## src/rtl/if_fetch_unit.sv

```systemverilog
// Instruction-fetch stage: owns the PC, runs the request/busywait handshake with
// instruction memory and presents fetched words to the IF/ID register.
module if_fetch_unit #(
    parameter logic [31:0] RESET_PC  = 32'h0000_0000,
    parameter logic [31:0] NOP_INSTR = 32'h0000_0013
) (
    input  logic        CLK,
    input  logic        RESET,
    input  logic        HOLD,
    input  logic        BRANCH_TAKEN,
    input  logic [31:0] BRANCH_TARGET,
    output logic        IMEM_READ,
    output logic [31:0] IMEM_ADDR,
    input  logic [31:0] IMEM_READDATA,
    input  logic        IMEM_BUSYWAIT,
    output logic [31:0] IF_PC,
    output logic [31:0] IF_INSTRUCTION,
    output logic        IF_VALID
);

    typedef enum logic [1:0] {
        FETCH = 2'd0,
        HELD  = 2'd1,
        DRAIN = 2'd2
    } state_t;

    state_t      state;
    logic [31:0] pc;
    logic [31:0] req_addr;
    logic [31:0] buf_instr;
    logic [31:0] buf_pc;
    logic [31:0] target;
    logic        complete;

    assign target   = {BRANCH_TARGET[31:2], 2'b00};
    assign complete = !RESET && (state == FETCH) && !IMEM_BUSYWAIT;

    always_comb begin
        IMEM_READ      = 1'b0;
        IMEM_ADDR      = pc;
        IF_PC          = pc;
        IF_INSTRUCTION = NOP_INSTR;
        IF_VALID       = 1'b0;
        if (!RESET) begin
            case (state)
                FETCH: begin
                    IMEM_READ = 1'b1;
                    if (complete && !BRANCH_TAKEN) begin
                        IF_VALID       = 1'b1;
                        IF_INSTRUCTION = IMEM_READDATA;
                    end
                end
                HELD: begin
                    IF_PC = buf_pc;
                    if (!BRANCH_TAKEN) begin
                        IF_VALID       = 1'b1;
                        IF_INSTRUCTION = buf_instr;
                    end
                end
                DRAIN: begin
                    IMEM_READ = 1'b1;
                    IMEM_ADDR = req_addr;
                end
                default: begin
                    IMEM_READ = 1'b0;
                end
            endcase
        end
    end

    always_ff @(posedge CLK) begin
        if (RESET) begin
            state     <= FETCH;
            pc        <= RESET_PC;
            req_addr  <= RESET_PC;
            buf_instr <= NOP_INSTR;
            buf_pc    <= '0;
        end else begin
            case (state)
                FETCH: begin
                    // req_addr takes the pre-redirect PC, so a squashed busy
                    // request is drained at the address memory is working on.
                    req_addr <= pc;
                    if (BRANCH_TAKEN) begin
                        pc <= target;
                        if (IMEM_BUSYWAIT) state <= DRAIN;
                    end else if (!IMEM_BUSYWAIT) begin
                        pc <= pc + 32'd4;
                        if (HOLD) begin
                            buf_instr <= IMEM_READDATA;
                            buf_pc    <= pc;
                            state     <= HELD;
                        end
                    end
                end
                HELD: begin
                    if (BRANCH_TAKEN) begin
                        pc    <= target;
                        state <= FETCH;
                    end else if (!HOLD) begin
                        state <= FETCH;
                    end
                end
                DRAIN: begin
                    if (BRANCH_TAKEN) pc <= target;
                    if (!IMEM_BUSYWAIT) state <= FETCH;
                end
                default: state <= FETCH;
            endcase
        end
    end

endmodule

```

## config.mk

```make
export PLATFORM = sky130hd
export DESIGN_NAME = if_fetch_unit
export DESIGN_NICKNAME = d
export VERILOG_FILES = /design/src/rtl/if_fetch_unit.sv
export SDC_FILE = /design/constraint.sdc
export NUM_CORES = 1
export LEC_CHECK = 0
export CAP_MARGIN = 20
export CORE_MARGIN = 2
export CORE_UTILIZATION = 51
export CTS_BUF_LIST = sky130_fd_sc_hd__clkbuf_8
export DETAILED_ROUTE_END_ITERATION = 10
export PLACE_DENSITY = 0.88
export SYNTH_ARGS = -nofsm -noshare
export SYNTH_HDL_FRONTEND = slang
export SYNTH_SLANG_ARGS = --single-unit
```

## constraint.sdc

```tcl
create_clock -name CLK -period 3.32 [get_ports CLK]
set_input_delay 0.83 -clock CLK [delete_from_list [all_inputs] [get_ports CLK]]
set_output_delay 0.83 -clock CLK [all_outputs]
set_load 0.02 [all_outputs]
```

[Yosys cells after proc, flatten, opt, wreduce, memory -nomap -nowiden]
Index checks and enable logic that the tools add are counted.
Cells by class
  add/sub/neg operators: 1
  equal/unequal tests: 8
  mux-type cells: 26
  bitwise gates (word level): 2
  reduce and logical (&&, ||, !) cells: 13
Operators with widths (count)
  32-bit 2-to-1 mux: 10
  32-bit one-hot mux with 2 select lines: 2
  32-bit by 3-bit adder with 32-bit output, second input constant: 1
  2-bit 2-to-1 mux: 7
  3-bit inequality test, second input constant: 4
  2-bit one-hot mux with 3 select lines: 1
  1-bit 2-to-1 mux: 5
  5-bit AND reduction: 1
  4-bit AND reduction: 1
  2-bit OR reduction: 2
  1-bit logical AND: 3
  1-bit zero test: 3
  3-bit AND reduction: 1
  2-bit by 1-bit == test with 1-bit output, second input constant: 1
  2-bit == test, second input constant: 1
  2-bit zero test: 1
  2-bit by 1-bit inequality test with 1-bit output, second input constant: 1
  2-bit inequality test, second input constant: 1
  1-bit NOT: 2
  1-bit one-hot mux with 2 select lines: 1
  2-bit nonzero test: 1
Storage, ports and cells
  register bits after elaboration: 130
  input port bits: 69
  output and inout port bits: 98
  word-level logic and storage cells: 55

[Longest topological paths before layout]
  depth in word-level cells: 7
  mapped depth: 9
  gate-level depth less buffers: 6

[Worst setup path before layout]
OpenSTA, ideal clock, no wires.
  path kind: input to output
  from: in BRANCH_TAKEN
  to: out IF_INSTRUCTION[21]
  arrival time: 2294 ps
  required time: 2490 ps
  setup slack: 196 ps
  stages on the path: 7
  path buffers: 3
  cells stage by stage: buf_2 nand2b_1 nor3_1 clkbuf_1 buf_1 a22oi_1 nor2_1
On the way
  cells in the longest elaborated chain, start to end: 5
  elaborated cells between the ends (all ways): 6
  those cells by class: 4 x mux; 2 x reduce/logical
Ends and longest elaborated chain
  from (decl): line 10  | input logic BRANCH_TAKEN,
  1-bit zero test
  1-bit logical AND: line 48  | if (complete && !BRANCH_TAKEN) begin
  32-bit 2-to-1 mux: line 48
  32-bit one-hot mux with 2 select lines *: line 45  | case (state)
  32-bit 2-to-1 mux *: line 44  | if (!RESET) begin
  to (decl): line 17  | output logic [31:0] IF_INSTRUCTION,
Mark *: on every way between the ends. The rest lies on a longest branch, timed or not.

[Worst setup path in the final report]
  from: reg state[1]
  to: out IF_PC[15]
On the way
  cells in the longest elaborated chain, start to end: 3
Ends and longest elaborated chain
  from (decl): line 27  | state_t state;
  from (signal assigned): line 73  | state <= FETCH;
  from (signal assigned): line 86  | if (IMEM_BUSYWAIT) state <= DRAIN;
  from (signal assigned): line 92  | state <= HELD;
  2-bit by 1-bit == test with 1-bit output: line 45
  32-bit 2-to-1 mux: line 45
  32-bit 2-to-1 mux: line 44
  to (decl): line 16  | output logic [31:0] IF_PC,
Every way passes these cells.

==> run summary <==
outcome: completed
gpl congestion: 0.9047
Total Wirelength: 19.73 mm
fin crit period: 3291 ps
RSZ-0062 raised after global routing: true
drt pass-1 iters: 7
worst slew pin tran: 775.9 ps
synthesized cell area: 0.006728 mm^2
crit path DAT: 2460 ps
Required @ worst endpoint: 2490 ps
Die Height: 118.9 um
Die W: 118.9 um
I/O pin count: 167
crit path max fanout: 23
hold path cells: 2
CP peak stage delay: 530 ps
Clock Latency Late Sink: 450 ps
hold path start: buf_pc[25]
antenna diode count: 0
#FFs+latches synth: 124
Cell Pwr Density: 456.1 mW/mm^2
CTS Buffer Depth: 2
r2r endpoint: pc[29]
Hold Fails Final Rpt: 0
sequential share of the synthesized area: 0.3690
YS warnings: 0
clock sink count: 124
Tcrit/Tclk final: 0.9911
crit-path cells: inv_1, ha_2, nor2b_4, buf_12, mux2_2, clkdlybuf4s50_1
Hold Path Sink: buf_pc[25]
Yosys top cell area share: 0.3690
Die ar.: 0.01413 mm^2
Clk pin slew, worst setup/hold paths: 70 ps
Multi-input gate area: 0.003869 mm^2
GR Overflow Total: 0
dpl hpwl: 13.19 mm
ys flop type: dfxtp_1
initial antenna violation count: 0
slowest cell on the critical path: clkdlybuf4s50_1
critical path launch point type: register
GRT Overall Usage: 0.2763
drt wl/cell: 16.98 um
area post-placement: 0.008518 mm^2
core area: 0.01277 mm^2
Num CTS Buffers: 17
vias: 6866
first-pass GRT wire length: 31.83 mm
H-tree levels: 4
Post-CTS Setup Bufs: 0
WHS: 454.0 ps
largest net degree at the start of global routing: 63
synth-to-layout area growth: 32.36%
Final Setup Violations: 0
Max Slew Vio Count: 0
layout cell share with drive strength beyond 1: 0.1475
clock skew: 8.778 ps
Max Clock Freq: 303.9 MHz
EDFF count, synth: 0
CTS tree: done
Distinct cells, synth: 65
PortBufs: 160
top post-synthesis cells by area: dfxtp_1, mux2_2, nand2_1
Post-Layout Inst Area: 0.008905 mm^2
WS Path Type: register to output port
nets: 1051
leading area contributor after synthesis: dfxtp_1
initial core utilization: 0.5267
worst reg-to-reg setup slack: 870 ps
Seq. cell area: 0.002482 mm^2
average cell area after synthesis: 7.878 um^2
fin util: 0.6971
# fillers: 1001
DRC Markers: 0
gate count of the mapped netlist: 854
cts-stage hold buffer count: 0
Routed Antenna Nets: 0
Max Cap Violations: 0
vias per inst: 5.909
Worst Reg-to-Reg Cells: 7
Crit Reg-Reg Startpoint: state[0]
number of global-route vias before repair: 6328
Worst VDD drop: 0.2634 mV
Row Count: 41
Leak: 3.737 nW
Post-synth ARST share: 0
critical path capture point type: output port
worst hold path type: register to register
relative slew slack: 0.4773
drt initial violations: 865
post-CTS sizing: 40
clk root buf: clkbuf_8
setup TNS: 0 ps
-- worst max-delay path by stage --
stage                     slack (ps)            endpoint         start  depth (start not counted)
final                             30           IF_PC[15]      state[1]                          6
after global routing             -60           IF_PC[15]      state[1]                          6
after CTS                        0.5            IF_PC[3]      state[1]                          6
after detailed placement        -240  IF_INSTRUCTION[22]  BRANCH_TAKEN                          7
after global placement          -220   IF_INSTRUCTION[0]  BRANCH_TAKEN                          6
after floorplan                  200  IF_INSTRUCTION[21]  BRANCH_TAKEN                          7
-- synth_stat cells (3+ instances only) --
library cell	count
mux2i_1	32
o31ai_1	3
a311oi_1	8
buf_2	13
and2_1	6
and3_1	5
a32oi_1	5
nand3_1	14
buf_4	7
inv_1	7
nand4_1	17
nand2_1	152
o32ai_1	3
nor2_1	85
o311ai_0	4
a22oi_1	33
nor4_1	12
o22ai_1	3
nor3b_1	3
and4_1	4
a21oi_1	75
mux2_2	55
a31oi_1	5
dfxtp_1	124
nor3_1	8
o21ai_0	35
ha_1	4
clkbuf_1	60
o211ai_1	8
buf_1	10
or2_2	3
nor2b_1	5
or3_1	3
-- cells by family (layout without fill, tap and decap cells) --
kind of cell / after synthesis / in the layout / synth area share
AO/OA/AOI/OAI: 205 / 205 / 0.1944
flip-flops: 124 / 124 / 0.3690
multiplexers: 87 / 87 / 0.1397
adder cells (fa/ha/maj): 4 / 4 / 0.007439
other: 1 / 4 / 0.0005574
AND/OR/NAND/NOR: 334 / 334 / 0.2263
buffers and inverters: 99 / 232 / 0.06268
-- placed cells by master (no fill, tap or decap), types with 10 or more instances in the layout --
cell type        instances
a21oi_1                 75
a22oi_1                 33
buf_4                   26
clkbuf_2                10
clkbuf_8                21
clkdlybuf4s15_1         11
clkdlybuf4s50_1         99
dfxtp_1                124
dlygate4sd2_1           17
dlymetal6s2s_1          22
inv_1                   10
mux2_2                  55
mux2i_1                 32
nand2_1                152
nand3_1                 14
nand4_1                 17
nor2_1                  85
nor4_1                  12
o21ai_0                 33
-- registers in the layout, indices dropped and copies added, names as in the netlist --
name / cells
pc: 30
req_addr: 30
state: 2
buf_pc: 30
buf_instr: 32
-- layout make-up --
cell class	instances	share of cell area
inverter	8	0.003372
clock buffer	21	0.03246
multi-input combinational	634	0.4345
timing repair buffer	193	0.2157
sequential	124	0.2788
tap	172	0.02417
clock inverter	10	0.01110
-- worst max-delay path: cells and delay by family (launching register included) --
kind          cells  cell delay [ps]
buf+inv           3              810
mux               1              350
flops             1              330
fa+ha+maj         1              270
simple gates      1              250
-- per-layer routing --
layer  GRT usage  routed length, um
met4     0.09077                417
met3     0.06034               1576
met5           0                  0
met1      0.3587               8296
met2      0.4562               9434
-- through the flow --
| step | total power [W] | std cells | setup slack (ps) |
|---|---|---|---|
| after floorplan | 0.002332 | 857 | 196.3 |
| after global placement | 0.002750 | 1130 | -222.9 |
| after detailed placement | 0.002777 | 1131 | -243.3 |
| after CTS | 0.004065 | 1162 | 0.4610 |
| after global routing | 0.004231 | 1162 | -64.71 |
| final | 0.004061 | 1162 | 29.41 |
-- power breakdown --
group	switching (W)	total (W)	internal, W
combinational	0.000549	0.00103	0.000483
clock	0.000585	0.00131	0.000729
sequential	0.000132	0.00172	0.00158
total	0.00127	0.00406	0.00279
Note: power is estimated with default switching activity, not from simulation.
